`config.mk`:
```
export PLATFORM = sky130hd
export DESIGN_NAME = mips_mc_ctrl_fsm
export DESIGN_NICKNAME = d
export VERILOG_FILES = /design/src/rtl/mips_mc_ctrl_fsm.sv
export SDC_FILE = /design/constraint.sdc
export NUM_CORES = 1
export LEC_CHECK = 0
export ABC_AREA = 1
export ABC_CLOCK_PERIOD_IN_PS = 1200
export BUFFER_PORTS_ARGS = -buffer_cell sky130_fd_sc_hd__buf_4
export CAP_MARGIN = 20
export CORE_AREA = 2 2 39 41
export CTS_BUF_LIST = sky130_fd_sc_hd__clkbuf_4 sky130_fd_sc_hd__clkbuf_8
export DETAILED_ROUTE_END_ITERATION = 10
export DIE_AREA = 0 0 41 43
export GPL_TIMING_DRIVEN = 0
export PLACE_DENSITY_LB_ADDON = 0.08
export SYNTH_ARGS = -nofsm -noshare
export SYNTH_HDL_FRONTEND = slang
export SYNTH_SLANG_ARGS = --single-unit
```
`constraint.sdc`:
```
create_clock -name clk -period 1.2 [get_ports clk]
set_input_delay 0.18 -clock clk [delete_from_list [all_inputs] [get_ports clk]]
set_output_delay 0.18 -clock clk [all_outputs]
set_load 0.01 [all_outputs]
```
`src/rtl/mips_mc_ctrl_fsm.sv`:
```
// rtl/mips_mc_ctrl_fsm.sv - multicycle MIPS main control FSM (optional BNE state via MC_CTRL_BNE_EN)
module mips_mc_ctrl_fsm (
    input  logic       clk,
    input  logic       rst,
    input  logic [5:0] op,
    input  logic       zero,
    output logic       IorD,
    output logic       MemWrite,
    output logic       IRWrite,
    output logic       RegDst,
    output logic       MemtoReg,
    output logic       RegWrite,
    output logic       ALUSrcA,
    output logic [1:0] ALUSrcB,
    output logic [1:0] ALUOp,
    output logic [1:0] PCSrc,
    output logic       PCEn,
    output logic       illegal_op,
    output logic       retire,
    output logic [3:0] state
);

    localparam logic [5:0] OP_RTYPE = 6'b000000;
    localparam logic [5:0] OP_J     = 6'b000010;
    localparam logic [5:0] OP_BEQ   = 6'b000100;
    localparam logic [5:0] OP_ADDI  = 6'b001000;
    localparam logic [5:0] OP_LW    = 6'b100011;
    localparam logic [5:0] OP_SW    = 6'b101011;
`ifdef MC_CTRL_BNE_EN
    localparam logic [5:0] OP_BNE   = 6'b000101;
`endif

    typedef enum logic [3:0] {
        S_FETCH    = 4'd0,
        S_DECODE   = 4'd1,
        S_MEMADR   = 4'd2,
        S_MEMREAD  = 4'd3,
        S_MEMWB    = 4'd4,
        S_MEMWRITE = 4'd5,
        S_EXECUTE  = 4'd6,
        S_ALUWB    = 4'd7,
        S_BEQ      = 4'd8,
        S_ADDIEX   = 4'd9,
        S_ADDIWB   = 4'd10,
        S_JUMP     = 4'd11
`ifdef MC_CTRL_BNE_EN
        ,
        S_BNE      = 4'd12
`endif
    } state_t;

    state_t cur_state;
    state_t nxt_state;

    // Internal enables before the reset gate is applied.
    logic pc_write;
    logic branch;
    logic branch_ne;
    logic irwrite_raw;
    logic memwrite_raw;
    logic regwrite_raw;
    logic retire_raw;

    // State register; reset always lands in FETCH.
    always_ff @(posedge clk) begin
        if (rst) begin
            cur_state <= S_FETCH;
        end else begin
            cur_state <= nxt_state;
        end
    end

    // Next-state logic; op is only consulted in DECODE and MEMADR.
    always_comb begin
        nxt_state = S_FETCH;
        case (cur_state)
            S_FETCH: nxt_state = S_DECODE;
            S_DECODE: begin
                case (op)
                    OP_LW, OP_SW: nxt_state = S_MEMADR;
                    OP_RTYPE:     nxt_state = S_EXECUTE;
                    OP_BEQ:       nxt_state = S_BEQ;
                    OP_ADDI:      nxt_state = S_ADDIEX;
                    OP_J:         nxt_state = S_JUMP;
`ifdef MC_CTRL_BNE_EN
                    OP_BNE:       nxt_state = S_BNE;
`endif
                    default:      nxt_state = S_FETCH;
                endcase
            end
            S_MEMADR:   nxt_state = (op == OP_LW) ? S_MEMREAD : S_MEMWRITE;
            S_MEMREAD:  nxt_state = S_MEMWB;
            S_EXECUTE:  nxt_state = S_ALUWB;
            S_ADDIEX:   nxt_state = S_ADDIWB;
            default:    nxt_state = S_FETCH;
        endcase
    end

    // Moore outputs per state, plus the DECODE illegal-op flag; undefined codes drive all zeros.
    always_comb begin
        IorD         = 1'b0;
        memwrite_raw = 1'b0;
        irwrite_raw  = 1'b0;
        RegDst       = 1'b0;
        MemtoReg     = 1'b0;
        regwrite_raw = 1'b0;
        ALUSrcA      = 1'b0;
        ALUSrcB      = 2'b00;
        ALUOp        = 2'b00;
        PCSrc        = 2'b00;
        pc_write     = 1'b0;
        branch       = 1'b0;
        branch_ne    = 1'b0;
        illegal_op   = 1'b0;
        retire_raw   = 1'b0;
        case (cur_state)
            S_FETCH: begin
                irwrite_raw = 1'b1;
                pc_write    = 1'b1;
                ALUSrcB     = 2'b01;
            end
            S_DECODE: begin
                ALUSrcB = 2'b11;
                case (op)
                    OP_LW, OP_SW, OP_RTYPE, OP_BEQ, OP_ADDI, OP_J: illegal_op = 1'b0;
`ifdef MC_CTRL_BNE_EN
                    OP_BNE: illegal_op = 1'b0;
`endif
                    default: illegal_op = 1'b1;
                endcase
                retire_raw = illegal_op;
            end
            S_MEMADR: begin
                ALUSrcA = 1'b1;
                ALUSrcB = 2'b10;
            end
            S_MEMREAD: begin
                IorD = 1'b1;
            end
            S_MEMWB: begin
                MemtoReg     = 1'b1;
                regwrite_raw = 1'b1;
                retire_raw   = 1'b1;
            end
            S_MEMWRITE: begin
                IorD         = 1'b1;
                memwrite_raw = 1'b1;
                retire_raw   = 1'b1;
            end
            S_EXECUTE: begin
                ALUSrcA = 1'b1;
                ALUOp   = 2'b10;
            end
            S_ALUWB: begin
                RegDst       = 1'b1;
                regwrite_raw = 1'b1;
                retire_raw   = 1'b1;
            end
            S_BEQ: begin
                ALUSrcA    = 1'b1;
                ALUOp      = 2'b01;
                PCSrc      = 2'b01;
                branch     = 1'b1;
                retire_raw = 1'b1;
            end
            S_ADDIEX: begin
                ALUSrcA = 1'b1;
                ALUSrcB = 2'b10;
            end
            S_ADDIWB: begin
                regwrite_raw = 1'b1;
                retire_raw   = 1'b1;
            end
            S_JUMP: begin
                PCSrc      = 2'b10;
                pc_write   = 1'b1;
                retire_raw = 1'b1;
            end
`ifdef MC_CTRL_BNE_EN
            S_BNE: begin
                ALUSrcA    = 1'b1;
                ALUOp      = 2'b01;
                PCSrc      = 2'b01;
                branch_ne  = 1'b1;
                retire_raw = 1'b1;
            end
`endif
            default: begin
                IorD = 1'b0;
            end
        endcase
    end

    // Enables are suppressed while reset is held so an abandoned instruction writes nothing.
    always_comb begin
        IRWrite  = irwrite_raw & ~rst;
        MemWrite = memwrite_raw & ~rst;
        RegWrite = regwrite_raw & ~rst;
        retire   = retire_raw & ~rst;
        PCEn     = (pc_write | (branch & zero) | (branch_ne & ~zero)) & ~rst;
    end

    assign state = cur_state;

endmodule

```
==> results of run 1 <==
[placed cells by master (no fill, tap or decap), drive strengths merged]
master	instances
o21bai	1
or3	1
clkbuf	4
o21ai	1
nor3	1
a31oi	1
nor2	25
inv	17
dfxtp	4
a21oi	5
nand2	19
buf	45
o22ai	1
nand3	11
[path summary, 6_finish.rpt]
| path | slack (ns) | to | from | cells past startpoint |
|---|---|---|---|---|
| setup / recovery | -0.37 | ALUSrcA | state[1]$_SDFF_PP0_ | 7 |
| hold / removal | 0.36 | state[0]$_SDFF_PP0_ | op[2] | 6 |
| setup reg to reg | -0.26 | state[1]$_SDFF_PP0_ | state[1]$_SDFF_PP0_ | 11 |
| hold reg to reg | 0.65 | state[3]$_SDFF_PP0_ | state[2]$_SDFF_PP0_ | 3 |
[per-layer routing]
layer	wire [um]	GRT usage [%]	vias to the layer above
met4	48	6.00	0
met2	836	35.9	24
li1	-	-	370
met5	0	0	-
met3	90	6.81	6
met1	632	23.9	337
[Yosys cell counts, drive strengths merged, types with 2 or more instances]
cell / count
a21oi: 5
buf: 2
dfxtp: 4
inv: 17
nand2: 19
nand3: 11
nor2: 25
[cell type report]
| cell class | count | area (um2) |
|---|---|---|
| timing repair buffer | 43 | 334 |
| buffer | 2 | 15.0 |
| sequential | 4 | 95.1 |
| fill | 123 | 419 |
| clock buffer | 4 | 30.0 |
| inverter | 17 | 68.8 |
| multi-input combinational | 66 | 402 |
| tap | 16 | 20.0 |
[critical path, stage by stage, from the launching register on]
cell	delay, ns
dfxtp_4	0.38
inv_2	0.05
nand2_4	0.10
inv_4	0.05
nand2_2	0.07
nand2_2	0.06
or3_4	0.33
buf_6	0.13
[power by group]
group / leakage (nW) / total (mW) / internal (mW) / switching (mW)
logic: 0.483 / 0.177 / 0.0862 / 0.0906
registers: 0.0355 / 0.140 / 0.132 / 0.00831
clock network: 0.0184 / 0.208 / 0.148 / 0.0608
total: 0.537 / 0.525 / 0.365 / 0.160
[cell families after synthesis]
group	after synthesis	share of synthesized area, %
AOI/OAI and AO/OA	9	10.7
and+or+nand+nor	57	56.3
buffers and inverters	19	16.0
DFF	4	17.1
[repair_timing]
| item | in CTS | in global routing |
|---|---|---|
| buffers inserted | 11 | 5 |
| pin swaps | 13 | 4 |
| gates resized for setup | 23 | 8 |
| setup endpoints to repair | 16 | 18 |
==> flow_metrics.tcl, run 1 <==
set metrics [dict create \
    skew_ns 0.0120 \
    async_flop_share_pct 0 \
    path_max_fanout 5 \
    setup_ws_ns -0.366 \
    max-clock-path-buffers 2 \
    fin_area_um2 965 \
    ir_worst_vdd_mv 0.842 \
    routed_via_density 4.85 \
    grt_pass1_vias 680 \
    power.density_mw_per_mm2 544 \
    final_core_util_pct 69.7 \
    status "complete, but fails checks" \
    grt_max_degree 10 \
    io_pins 29 \
    hp-class "in2reg" \
    dp_hpwl_um 1070 \
    synthFlopType "dfxtp_1" \
    drive_above_1_share_pct 62.5 \
    finalNonFillerCells 152 \
    yosysWarningCount 0 \
    worst_setup_path_start_kind "flop" \
    final.setup.tns_ns -3.20 \
    dp_worst_setup_slack_ns -0.214 \
    worst_pin_slew_ns 0.453 \
    fmax_mhz 639 \
    htreeDepth 1 \
    final_nets 146 \
    core_mm2 0.00138 \
    end_kind "output port" \
    max_slew_margin_pct 69.8 \
    postCtsHoldBufs 0 \
    violations "negative setup slack" \
    dieWidth_um 41 \
    wl_per_cell_um 10.6 \
    antenna_found_initial 0 \
    maxCapViolCount 0 \
    ys_types 19 \
    finalMaxSlewViolations 0 \
    required_ns 1.02 \
    cts_tree "built" \
    rows 14 \
    antenna_cells 0 \
    syn_area_um2 469 \
    cts.sink_count 4 \
    start_util_pct 33.9 \
    syn_area_per_cell_um2 5.27 \
    grt_usage_pct 21.2 \
    leakagePower_nw 0.537 \
    hold_violations 0 \
    portBuffers 27 \
    cts_buffers 3 \
    die-area_mm2 0.00176 \
    hold_ws_ns 0.361 \
    synth_edf_count 0 \
    syn_inst 89 \
    fin_crit_ns 1.57 \
    period_share_pct 130 \
    setup_violations 16 \
    die_h_um 43 \
    worstSkewPairLatency_ns 0.24 \
    drt-initial-drc-count 7 \
    place_congestion 0.811 \
    clk_pin_slew_worst_paths_ns 0.03 \
    grt_pass1_wl_um 2620 \
    power_mw 0.525 \
    cts_root_buf "clkbuf_4" \
    place_area_um2 738 \
    ys_ff_latch 4 \
    rsz0062_at_grt "yes" \
    routed_wirelength_um 1610 \
    dpl.cell_count 132 \
    via_count 737 \
    syn_to_final_growth_pct 106 \
    criticalPathCategory "reg2out" \
    firstDrtPassIters 4 \
    drtAntennaViolNets 0 \
    synth_area_leaders "dfxtp_1, nor2_1, nand2_1" \
    largest_reg_flops 4 \
    grt.overflow.total 0 \
    synth_top_area_share_pct 17.1 \
    yosysTopAreaCell "dfxtp_1" \
    cp.arrival_ns 1.39 \
    synth_nets 98 \
    post-route-drc-count 0 \
    yosysSeqAreaShare_pct 17.1 \
]
No activity file was read; power rests on OpenSTA's default activity.
==> run 2, diff against run 1 <==
--- a/config.mk
+++ b/config.mk
@@ -9,10 +9,10 @@
 export ABC_CLOCK_PERIOD_IN_PS = 1200
 export BUFFER_PORTS_ARGS = -buffer_cell sky130_fd_sc_hd__buf_4
 export CAP_MARGIN = 20
-export CORE_AREA = 2 2 39 41
+export CORE_MARGIN = 2
+export CORE_UTILIZATION = 35
 export CTS_BUF_LIST = sky130_fd_sc_hd__clkbuf_4 sky130_fd_sc_hd__clkbuf_8
 export DETAILED_ROUTE_END_ITERATION = 10
-export DIE_AREA = 0 0 41 43
 export GPL_TIMING_DRIVEN = 0
 export PLACE_DENSITY_LB_ADDON = 0.08
 export SYNTH_ARGS = -nofsm -noshare
==> run 2 against run 1 <==
Compared with the run above: the run still ends with negative setup slack left; critical path depth unchanged; clock-buffer cell count is the same; sequential power about the same; first-iteration DRC count grew to 5.4 times the previous value; highest routed layer unchanged.
==> flow_metrics.tcl, run 2 (same netlist as run 1, synthesis figures left out) <==
set metrics [dict create \
    power.density_mw_per_mm2 531 \
    start_util_pct 37.0 \
    worstSkewPairLatency_ns 0.25 \
    max-clock-path-buffers 2 \
    final_cell_mix "buf_4, nor2_1, nand2_1, nand3_1" \
    place_congestion 0.810 \
    busiest_layer "met2" \
    r2r_start "state[3]$_SDFF_PP0_" \
    rsz0062_at_grt "yes" \
    grt_max_degree 10 \
    antenna_found_initial 0 \
    routed_wirelength_um 2350 \
    skew_ns 0.0236 \
    grt_pass1_wl_um 2970 \
    setup_violations 18 \
    maxCapViolCount 0 \
    period_share_pct 142 \
    dieWidth_um 40.6 \
    max_slew_margin_pct 71.4 \
    cts.sink_count 4 \
    cp_num_cells 7 \
    endpoint "retire" \
    leakagePower_nw 0.603 \
    die-area_mm2 0.00165 \
    drtAntennaViolNets 0 \
    dp_hpwl_um 1090 \
    fmax_mhz 588 \
    portBuffers 27 \
    power_mw 0.574 \
    final.fill_count 61 \
    postCtsHoldBufs 0 \
    worst_pin_slew_ns 0.430 \
    final_nets 155 \
    cts_buffers 3 \
    crit_start "state[3]$_SDFF_PP0_" \
    criticalPathCategory "reg2out" \
    grt_usage_pct 27.3 \
    fin_crit_ns 1.70 \
    status "complete, but fails checks" \
    clk_pin_slew_worst_paths_ns 0.06 \
    firstDrtPassIters 4 \
    finalMaxSlewViolations 0 \
    dpl.cell_count 131 \
    required_ns 1.02 \
    io_pins 29 \
    final_common_cell "buf_4" \
    hold_violations 0 \
    grt.overflow.total 0 \
    use_met2_pct 48.8 \
    path_max_fanout 4 \
    core_mm2 0.00127 \
    antenna_cells 0 \
    wl_per_cell_um 14.7 \
    final.setup.tns_ns -4.64 \
    end_kind "output port" \
    cp_common_cell "nor2_2" \
    post-route-drc-count 0 \
    routed_via_density 5.21 \
    hp-class "in2reg" \
    die_h_um 40.6 \
    ir_worst_vdd_mv 0.623 \
    cp_cell_sequence "inv_4, nor2_4, inv_2, o22ai_1, nor2_2, nor2_2, buf_4" \
    ff2ff_setup_slack_ns -0.33 \
    largest_reg_flops 4 \
    reg2reg_depth 9 \
    rows 13 \
    critPathTopFamily "flip-flops" \
    met3_usage_pct 7.61 \
    drive_above_1_share_pct 66.2 \
    cts_root_buf "clkbuf_4" \
    htreeDepth 1 \
    final_core_util_pct 85.1 \
    critPathBufInv 3 \
    setup_ws_ns -0.500 \
    cp.arrival_ns 1.52 \
    finalNonFillerCells 160 \
    grt_pass1_vias 726 \
    drt-initial-drc-count 38 \
    via_count 834 \
    cts_tree "built" \
    cp_slowest_stage_delay_ns 0.38 \
    worst_setup_path_start_kind "flop" \
    worstReg2RegEnd "state[3]$_SDFF_PP0_" \
    syn_to_final_growth_pct 130 \
    violations "negative setup slack" \
    met1_usage_pct 29.7 \
    crit_slowest_cell "dfxtp_4" \
]
-- run 2: metal layers --
layer | vias to the layer above | routed length, um
li1 | 391 | -
met1 | 392 | 936
met2 | 41 | 1210
met3 | 10 | 101
met4 | 0 | 99
met5 | - | 0
-- run 2: repair_timing --
item                       CTS  global route
hold endpoints to repair     0             0
pin swaps                   10             6
setup endpoints to repair   16            18
buffers inserted            22             4
resized for setup           33            11
-- run 2: area by class of cell --
| type | count | area (um2) | area share [%] |
|---|---|---|---|
| multi-input cells | 66 | 432 | 40.0 |
| inverters | 17 | 68.8 | 6.37 |
| flip-flops and latches | 4 | 95.1 | 8.81 |
| plain buffers | 2 | 11.3 | 1.04 |
| repair buffers | 52 | 424 | 39.3 |
| clock buffers | 4 | 30.0 | 2.78 |
| well taps | 15 | 18.8 | 1.74 |
-- run 2: report_power, final --
part / total, mW / leakage (nW) / switching, mW / internal (mW)
Combinational: 0.212 / 0.549 / 0.111 / 0.101
Sequential: 0.140 / 0.0355 / 0.00912 / 0.131
Clock: 0.221 / 0.0184 / 0.0731 / 0.148
Total: 0.574 / 0.603 / 0.193 / 0.381
-- run 2: metrics by stage --
| step | setup WS [ns] | hold slack (ns) | instance area, um2 |
|---|---|---|---|
| floorplan | -0.0661 | 0.453 | 515 |
| global placement | -0.209 | 0.594 | 737 |
| detailed placement | -0.233 | 0.606 | 737 |
| CTS | -0.341 | 0.364 | 1020 |
| global route | -0.572 | 0.396 | 1080 |
| finish | -0.500 | 0.352 | 1080 |
-- run 2: how the worst min path moves through the flow --
stage / cells past startpoint / to / slack, ns / from
after floorplan: 5 / state[0]$_SDFF_PP0_ / 0.45 / op[2]
after global placement: 6 / state[0]$_SDFF_PP0_ / 0.59 / op[2]
after detailed placement: 2 / state[0]$_SDFF_PP0_ / 0.61 / rst
after CTS: 6 / state[0]$_SDFF_PP0_ / 0.36 / op[2]
after global routing: 2 / state[0]$_SDFF_PP0_ / 0.40 / rst
final: 2 / state[3]$_SDFF_PP0_ / 0.35 / rst
